## config.mk

```make
export PLATFORM = sky130hd
export DESIGN_NAME = cvm300_capture_sequencer
export DESIGN_NICKNAME = d
export VERILOG_FILES = /design/src/rtl/cvm300_capture_sequencer.sv
export SDC_FILE = /design/constraint.sdc
export NUM_CORES = 1
export LEC_CHECK = 0
export BUFFER_PORTS_ARGS = -buffer_cell sky130_fd_sc_hd__buf_2
export CELL_PAD_IN_SITES_DETAIL_PLACEMENT = 0
export CELL_PAD_IN_SITES_GLOBAL_PLACEMENT = 1
export CORE_ASPECT_RATIO = 1.1
export CORE_MARGIN = 2
export CORE_UTILIZATION = 44
export CTS_BUF_LIST = sky130_fd_sc_hd__clkbuf_2 sky130_fd_sc_hd__clkbuf_4 sky130_fd_sc_hd__clkbuf_8
export CTS_CLUSTER_DIAMETER = 60
export DETAILED_ROUTE_END_ITERATION = 7
export PLACE_DENSITY_LB_ADDON = 0.08
export SLEW_MARGIN = 20
export SYNTH_ARGS = -nofsm -noshare
export SYNTH_HDL_FRONTEND = slang
export SYNTH_SLANG_ARGS = --single-unit
```

## constraint.sdc

```tcl
create_clock -name FSM_Clk -period 3.1 [get_ports FSM_Clk]
set_input_delay 0.31 -clock FSM_Clk [delete_from_list [all_inputs] [get_ports FSM_Clk]]
set_output_delay 0.31 -clock FSM_Clk [all_outputs]
set_load 0.05 [all_outputs]
```

## src/rtl/cvm300_capture_sequencer.sv

```systemverilog
// One CVM300 capture: sensor reset, FIFO reset, settle, FRAME_REQ pulse, then LVAL line counting to completion or timeout.
// All outputs are registered from the next state, so they follow a command by one cycle; no flow control.
module cvm300_capture_sequencer #(
    parameter int RESET_HOLD_CYCLES = 16,
    parameter int FIFO_RST_CYCLES   = 4,
    parameter int SETTLE_CYCLES     = 4095,
    parameter int FRAME_REQ_WIDTH   = 1,
    parameter int LINES_PER_FRAME   = 488,
    parameter int TIMEOUT_CYCLES    = 1000000
) (
    input  logic        FSM_Clk,
    input  logic        reset,
    input  logic        sensor_rst_req,
    input  logic        grab_req,
    input  logic        continuous,
    input  logic        abort,
    input  logic        lval,
    output logic        sys_res_n,
    output logic        fifo_reset,
    output logic        frame_req,
    output logic        busy,
    output logic        frame_done,
    output logic        timeout_err,
    output logic [15:0] frame_count,
    output logic [9:0]  line_count,
    output logic [2:0]  state
);

    typedef enum logic [2:0] {
        ST_IDLE       = 3'd0,
        ST_SENSOR_RST = 3'd1,
        ST_FIFO_RST   = 3'd2,
        ST_SETTLE     = 3'd3,
        ST_FRAME_REQ  = 3'd4,
        ST_WAIT_LINES = 3'd5,
        ST_DONE       = 3'd6
    } state_t;

    localparam int M1      = (RESET_HOLD_CYCLES > FIFO_RST_CYCLES) ? RESET_HOLD_CYCLES : FIFO_RST_CYCLES;
    localparam int M2      = (M1 > SETTLE_CYCLES) ? M1 : SETTLE_CYCLES;
    localparam int M3      = (M2 > FRAME_REQ_WIDTH) ? M2 : FRAME_REQ_WIDTH;
    localparam int CNT_MAX = (M3 > TIMEOUT_CYCLES) ? M3 : TIMEOUT_CYCLES;
    localparam int CNT_W   = $clog2(CNT_MAX + 1);

    localparam logic [CNT_W-1:0] CNT_ONE     = CNT_W'(1);
    localparam logic [CNT_W-1:0] RH_LAST     = CNT_W'(RESET_HOLD_CYCLES - 1);
    localparam logic [CNT_W-1:0] FR_LAST     = CNT_W'(FIFO_RST_CYCLES - 1);
    localparam logic [CNT_W-1:0] SC_LAST     = CNT_W'(SETTLE_CYCLES - 1);
    localparam logic [CNT_W-1:0] FW_LAST     = CNT_W'(FRAME_REQ_WIDTH - 1);
    localparam logic [CNT_W-1:0] TO_LAST     = CNT_W'(TIMEOUT_CYCLES - 1);
    localparam logic [9:0]       LINES_FRAME = 10'(LINES_PER_FRAME);

    state_t             r_state;
    state_t             w_state_nxt;
    logic [CNT_W-1:0]   r_cnt;
    logic [CNT_W-1:0]   w_cnt_nxt;
    logic [9:0]         r_line_count;
    logic [9:0]         w_line_nxt;
    logic [9:0]         w_line_inc;
    logic [15:0]        r_frame_count;
    logic [15:0]        w_frame_nxt;
    logic               r_timeout_err;
    logic               w_terr_nxt;
    logic               r_grab_q;
    logic               r_lval_q;
    logic               w_grab_rise;
    logic               w_lval_rise;
    logic               r_sys_res_n;
    logic               r_fifo_reset;
    logic               r_frame_req;
    logic               r_busy;
    logic               r_frame_done;

    assign w_grab_rise = grab_req & ~r_grab_q;
    assign w_lval_rise = lval & ~r_lval_q;
    assign w_line_inc  = r_line_count + 10'd1;

    // Edge history tracks the inputs even during reset, so a level held high across reset is not an edge.
    always_ff @(posedge FSM_Clk) begin
        r_grab_q <= grab_req;
        r_lval_q <= lval;
    end

    always_comb begin
        w_state_nxt = r_state;
        w_cnt_nxt   = r_cnt;
        w_line_nxt  = r_line_count;
        w_frame_nxt = r_frame_count;
        w_terr_nxt  = r_timeout_err;
        if (sensor_rst_req) begin
            w_state_nxt = ST_SENSOR_RST;
            w_cnt_nxt   = '0;
        end else if (abort && (r_state != ST_IDLE) && (r_state != ST_SENSOR_RST)) begin
            w_state_nxt = ST_IDLE;
            w_cnt_nxt   = '0;
        end else begin
            case (r_state)
                ST_IDLE: begin
                    if (w_grab_rise) begin
                        w_state_nxt = ST_FIFO_RST;
                        w_cnt_nxt   = '0;
                        w_terr_nxt  = 1'b0;
                        w_line_nxt  = '0;
                    end
                end
                ST_SENSOR_RST: begin
                    if (r_cnt == RH_LAST) begin
                        w_state_nxt = ST_IDLE;
                        w_cnt_nxt   = '0;
                    end else begin
                        w_cnt_nxt = r_cnt + CNT_ONE;
                    end
                end
                ST_FIFO_RST: begin
                    if (r_cnt == FR_LAST) begin
                        w_state_nxt = ST_SETTLE;
                        w_cnt_nxt   = '0;
                    end else begin
                        w_cnt_nxt = r_cnt + CNT_ONE;
                    end
                end
                ST_SETTLE: begin
                    if (r_cnt == SC_LAST) begin
                        w_state_nxt = ST_FRAME_REQ;
                        w_cnt_nxt   = '0;
                    end else begin
                        w_cnt_nxt = r_cnt + CNT_ONE;
                    end
                end
                ST_FRAME_REQ: begin
                    if (r_cnt == FW_LAST) begin
                        w_state_nxt = ST_WAIT_LINES;
                        w_cnt_nxt   = '0;
                        w_line_nxt  = '0;
                    end else begin
                        w_cnt_nxt = r_cnt + CNT_ONE;
                    end
                end
                ST_WAIT_LINES: begin
                    // A completing edge in the timeout cycle still finishes the frame.
                    if (w_lval_rise && (w_line_inc == LINES_FRAME)) begin
                        w_state_nxt = ST_DONE;
                        w_cnt_nxt   = '0;
                        w_line_nxt  = w_line_inc;
                        w_frame_nxt = r_frame_count + 16'd1;
                    end else begin
                        if (w_lval_rise) begin
                            w_line_nxt = w_line_inc;
                        end
                        if (r_cnt == TO_LAST) begin
                            w_state_nxt = ST_IDLE;
                            w_cnt_nxt   = '0;
                            w_terr_nxt  = 1'b1;
                        end else begin
                            w_cnt_nxt = r_cnt + CNT_ONE;
                        end
                    end
                end
                ST_DONE: begin
                    w_cnt_nxt   = '0;
                    w_state_nxt = continuous ? ST_SETTLE : ST_IDLE;
                end
                default: begin
                    w_state_nxt = ST_IDLE;
                    w_cnt_nxt   = '0;
                end
            endcase
        end
    end

    always_ff @(posedge FSM_Clk) begin
        if (reset) begin
            r_state       <= ST_IDLE;
            r_cnt         <= '0;
            r_line_count  <= '0;
            r_frame_count <= '0;
            r_timeout_err <= 1'b0;
            r_sys_res_n   <= 1'b1;
            r_fifo_reset  <= 1'b0;
            r_frame_req   <= 1'b0;
            r_busy        <= 1'b0;
            r_frame_done  <= 1'b0;
        end else begin
            r_state       <= w_state_nxt;
            r_cnt         <= w_cnt_nxt;
            r_line_count  <= w_line_nxt;
            r_frame_count <= w_frame_nxt;
            r_timeout_err <= w_terr_nxt;
            r_sys_res_n   <= (w_state_nxt != ST_SENSOR_RST);
            r_fifo_reset  <= (w_state_nxt == ST_FIFO_RST);
            r_frame_req   <= (w_state_nxt == ST_FRAME_REQ);
            r_busy        <= (w_state_nxt != ST_IDLE);
            r_frame_done  <= (w_state_nxt == ST_DONE);
        end
    end

    assign sys_res_n   = r_sys_res_n;
    assign fifo_reset  = r_fifo_reset;
    assign frame_req   = r_frame_req;
    assign busy        = r_busy;
    assign frame_done  = r_frame_done;
    assign timeout_err = r_timeout_err;
    assign frame_count = r_frame_count;
    assign line_count  = r_line_count;
    assign state       = r_state;

endmodule

```

Yosys cells after proc, flatten, opt, wreduce, memory -nomap -nowiden
Cells that the tools add are included.

cells by class
  multiplexer cells = 28
  reduce and logical (&&, ||, !) cells = 13
  bitwise logic cells = 6
  equal/unequal tests = 21
  add/subtract/negate cells = 3

operator list
  kind                                                   count
  2-to-1 mux 20 bit                                      7
  one-hot mux 20 bit (6 select lines)                    1
  2-to-1 mux 10 bit                                      4
  one-hot mux 10 bit (3 select lines)                    1
  2-to-1 mux 3 bit                                       9
  one-hot mux 3 bit (7 select lines)                     1
  adder 20 x 1 -> 20 bit, second input constant          1
  equality test 20 x 12 -> 1 bit, second input constant  1
  equality test 20 x 2 -> 1 bit, second input constant   1
  equality test 20 bit, second input constant            1
  equality test 20 x 4 -> 1 bit, second input constant   1
  logical NOT 20 bit                                     1
  adder 16 x 1 -> 16 bit, second input constant          1
  equality test 3 bit, second input constant             5
  AND reduction 6 bit                                    2
  adder 10 x 1 -> 10 bit, second input constant          1
  equality test 10 x 9 -> 1 bit, second input constant   1
  equality test 3 x 2 -> 1 bit, second input constant    3
  nonzero test 3 bit                                     3
  != test 2 bit, second input constant                   4
  != test 3 x 1 -> 1 bit, second input constant          2
  NOT 1 bit                                              4
  AND reduction 4 bit                                    1
  equality test 3 x 1 -> 1 bit, second input constant    1
  9 further kinds                                        14

storage, ports and cells
  input bits = 7
  word-level logic and storage cells = 83
  bits in registers = 57
  output and inout bits = 35

Logic depth before layout (Yosys ltp)
  depth after elaboration = 8
  gate-level depth with buffers = 10
  mapped depth without buffers = 8

Least setup slack after synthesis
Ideal clock, no wire load.

  path type = flip-flop to flip-flop
  start = reg r_line_count[0], in the netlist line_count[0]
  end = reg r_frame_count[12], in the netlist frame_count[12]
  stages on the path, launching flop included = 10
  setup slack = 0.019 ns
  data arrival time = 2.961 ns
  required time = 2.979 ns
  period minus slack after synthesis = 3.081 ns
  setup time = 0.121 ns
  buffers on the path = 1
  path through = dfxtp_1 -> ha_1 -> clkbuf_1 -> nand2b_1 -> nor4_2 -> o311ai_1 -> nor4_4 -> nand3_4 -> nor4_2 -> mux2_2

on the way
  longest elaborated chain between the ends = 4

ends and longest elaborated chain
  item                           RTL line  source
  start, declared                57        logic [9:0] r_line_count;
  start signal, assigned         186       r_line_count <= w_line_nxt;
  adder 10 x 1 -> 10 bit         76        assign w_line_inc = r_line_count + 10'd1;
  equality test 10 x 9 -> 1 bit  141       if (w_lval_rise && (w_line_inc == LINES_FRAME)) begin
  logical AND 1 bit              141
  AND reduction 4 bit (no line)  --
  end signal, assigned           187       r_frame_count <= w_frame_nxt;
  end, declared                  60        logic [15:0] r_frame_count;

No other way between the ends.
A chain may end at the register's enable or synchronous reset.

Worst setup path in the final report
  start = reg r_line_count[0], in the netlist line_count[0]
  end = reg r_cnt[7]

on the way
  longest elaborated chain between the ends = 5

ends and longest elaborated chain
  item                                 RTL line  source
  adder 10 x 1 -> 10 bit               76
  equality test 10 x 9 -> 1 bit        141
  logical AND 1 bit                    141
  2-to-1 mux 20 bit                    141
  one-hot mux 20 bit (6 select lines)  97        case (r_state)
  end signal, assigned                 185       r_cnt <= w_cnt_nxt;
  end, declared                        55        logic [CNT_W-1:0] r_cnt;

No other way between the ends.

==> flow_summary.json <==
{
  "ir_drop_uv": 230,
  "max_freq_ghz": 0.347,
  "worstPathArrival_ns": 3.11,
  "power.density_nw_per_um2": 417,
  "fin_skew_ns": 0.0159,
  "path_common_cell": "a21o_1",
  "clockBufferDepth": 2,
  "synth_edf_count": 0,
  "dr_wl_met2_um": 4500,
  "timing.rr.end": "r_cnt[7]",
  "synth-compound-area-share_pct": 19.8,
  "diodes": 0,
  "crit_buf_inv": 1,
  "setup_viol": 0,
  "wl_met1_um": 3960,
  "syn_area_um2": 3410,
  "drive_above_1_share_pct": 19.0,
  "yosysUniqueCellTypes": 62,
  "synth_seq_area_share_pct": 33.4,
  "core_um2": 7470,
  "muxShareOfSynthArea_pct": 1.94,
  "layout.cells.non_filler": 595,
  "clk_latency_ns": 0.35,
  "synthAdderAreaFrac_pct": 2.20,
  "place_ws_ns": 0.203,
  "routed_via_density": 5.64,
  "die_area_um2": 8480,
  "io_pins": 42,
  "timing.rr.start": "line_count[0]",
  "crit_path_top_delay_cell": "or4_1",
  "finalCriticalPeriod_ns": 2.88,
  "synthXorXnorAreaFrac_pct": 1.54,
  "wirelength_um": 8950,
  "stdcell_area_um2": 4000,
  "fp.dieH_um": 96.4,
  "num-nets-final": 498,
  "path_clk_slew_ns": 0.07,
  "hold_class": "in -> reg",
  "dp_hpwl_um": 6410,
  "grt_pass1_vias": 3054,
  "placed_cell_area_um2": 3760,
  "timing_worst_slew_pin_value_ns": 0.557,
  "antenna_found_initial": 0,
  "syn_avg_cell_area_um2": 7.74,
  "synthArstFlopShare_pct": 0,
  "multiInputGateArea_um2": 2140,
  "max_slew_margin_pct": 62.3,
  "tns_ns": 0,
  "fillers": 736,
  "synthSimpleGateAreaFrac_pct": 37.1,
  "crit_chain": "ha_2, a21o_1, a31oi_1, o311ai_1, or4_1, a21o_1, buf_4, o2111ai_1, nand3_1",
  "drt-pass1-iter-count": 4,
  "final_util_pct": 53.5,
  "vias": 3353,
  "htreeDepth": 3,
  "syn_nets": 454,
  "regArea_um2": 1140,
  "fp.dieW_um": 88.0,
  "wl_per_cell_um": 15.0,
  "hold_depth": 1,
  "ant_nets": 0,
  "rows": 33,
  "cpPeakStageDelay_ns": 0.63,
  "cp_max_fo": 10,
  "cts-buffers-inserted": 9,
  "cts_tree": "built",
  "hold_viol_final": 0,
  "initial_core_util_pct": 45.7,
  "syn_inst": 441,
  "synth_seq_cells": 57,
  "routed.top_layer": "met4",
  "report.final.slew_viol_count": 0,
  "drc_errors": 0,
  "ys_warn_count": 0,
  "fin_crit_sh_pct": 93.0,
  "setup_ws_ns": 0.218,
  "synthToLayoutAreaGrowth_pct": 17.2,
  "start_kind": "flop",
  "grt_max_degree": 40,
  "p_total_mw": 1.67,
  "worst_setup_path_end_kind": "flop",
  "path_class": "reg -> reg",
  "wl_met3_um": 321,
  "reg2reg_slack_ns": 0.22,
  "dp_cells": 579,
  "grt_use_total_pct": 22.6,
  "portBuffers": 41,
  "p_leak_nw": 1.62,
  "overflow": 0,
  "drv_cap": 0,
  "r2r_cells": 9,
  "hp-start": "lval",
  "finalWeightedCongestion": 0.812,
  "fin_hold_ws_ns": 0.0784,
  "cts.sinks": 57,
  "whs_endpoint": "r_lval_q",
  "synthFlopType": "dfxtp_1",
  "first_iter_violations": 108,
  "worstPathRequired_ns": 3.33,
  "critPathTopFamily": "compound AO/OA/AOI/OAI gates",
  "cts_root_buffer": "clkbuf_8",
  "post_cts_buffers": 0,
  "grt_pass1_wl_um": 14900,
  "status": "completed",
  "synth_top_family_by_area": "simple AND/OR/NAND/NOR gates"
}
==> flip-flops by register name, summed over array words and instances (netlist names), 3 cells and up <==
register,count
r_cnt,20
line_count,10
frame_count,16
state,3
==> logic make-up after synthesis <==
| logic type | count (synthesis) |
|---|---|
| muxes | 6 |
| AOI/OAI and AO/OA | 100 |
| and+or+nand+nor | 231 |
| adders and majority gates | 6 |
| buffers and inverters | 35 |
| DFF | 57 |
| xor gates and xnor gates | 6 |
==> Yosys cell counts, drive strengths merged, types with 2 or more instances <==
cell / instances / share of area [%]
dfxtp: 57 / 33
nand2: 54 / 5.9
nor2: 46 / 5.1
nand3: 24 / 3.9
o21ai: 24 / 3.5
a21oi: 23 / 3.5
nor3: 21 / 3.1
clkbuf: 15 / 1.7
inv: 15 / 1.7
nand4: 13 / 3.3
and2: 12 / 2.2
and3: 11 / 2.0
nor2b: 9 / 1.7
or3: 9 / 1.7
o211ai: 8 / 1.8
a211oi: 6 / 1.3
ha: 6 / 2.2
nor4: 6 / 1.9
or4: 6 / 1.3
and4: 5 / 1.3
buf: 5 / 0.73
mux2: 5 / 1.7
o221ai: 5 / 1.3
or2: 5 / 0.92
xor2: 5 / 1.3
a21o: 4 / 0.88
a22oi: 4 / 0.88
a221o: 3 / 0.88
a31oi: 3 / 0.55
a221oi: 2 / 0.51
a311oi: 2 / 0.51
a41oi: 2 / 0.51
and4b: 2 / 0.59
nand4b: 2 / 0.51
o21ba: 2 / 0.59
o311ai: 2 / 0.51
o31ai: 2 / 0.59
==> worst max-delay path by stage <==
stage,cells after the start,endpoint,slack [ns],startpoint
after floorplan,9,frame_count[12],0.02,line_count[0]
after CTS,8,sys_res_n,0.15,line_count[0]
final,9,r_cnt[7],0.22,line_count[0]
after detailed placement,8,sys_res_n,0.20,line_count[0]
after global routing,9,r_cnt[7],-0.003,line_count[0]
after global placement,8,sys_res_n,0.29,line_count[0]
==> layout make-up <==
class,count,area share [%]
Timing Repair Buffer,53,7.39
Clock inverter,5,1.94
Clock buffer,11,3.79
Sequential cell,57,28.5
Tap cell,105,3.29
Inverter,15,1.41
Multi-Input combinational cell,349,53.6
==> routing by layer <==
layer  vias to the layer above  track usage [%]
met4                         0             9.62
li1                       1709                -
met1                      1582             27.2
met3                        14             4.12
met2                        48             39.2
met5                         -                0
==> placed cells by master, fill, tap and decap left out, drive strengths merged, types with 6 or more instances in the layout <==
cell type	n
and3	11
a211oi	6
ha	6
nor2	46
o21ai	24
nand3	24
o211ai	8
nor3	21
or3	9
clkbuf	11
buf	53
dfxtp	57
nand2	54
or4	6
and2	12
inv	15
nor2b	9
a21oi	23
nand4	13
nor4	6
==> power breakdown <==
group          leakage (nW)  switching (mW)  total (mW)  internal [mW]
Clock                 0.115           0.315       0.808          0.493
Combinational          1.04          0.0812       0.114         0.0329
Sequential            0.461         0.00754       0.747          0.739
==> repair_timing <==
| item | in CTS | in global routing |
|---|---|---|
| hold buffers | 0 | 0 |
| gates resized for setup | 0 | 3 |
| setup endpoints to repair | 0 | 8 |
No activity file was read; power rests on OpenSTA's default activity.
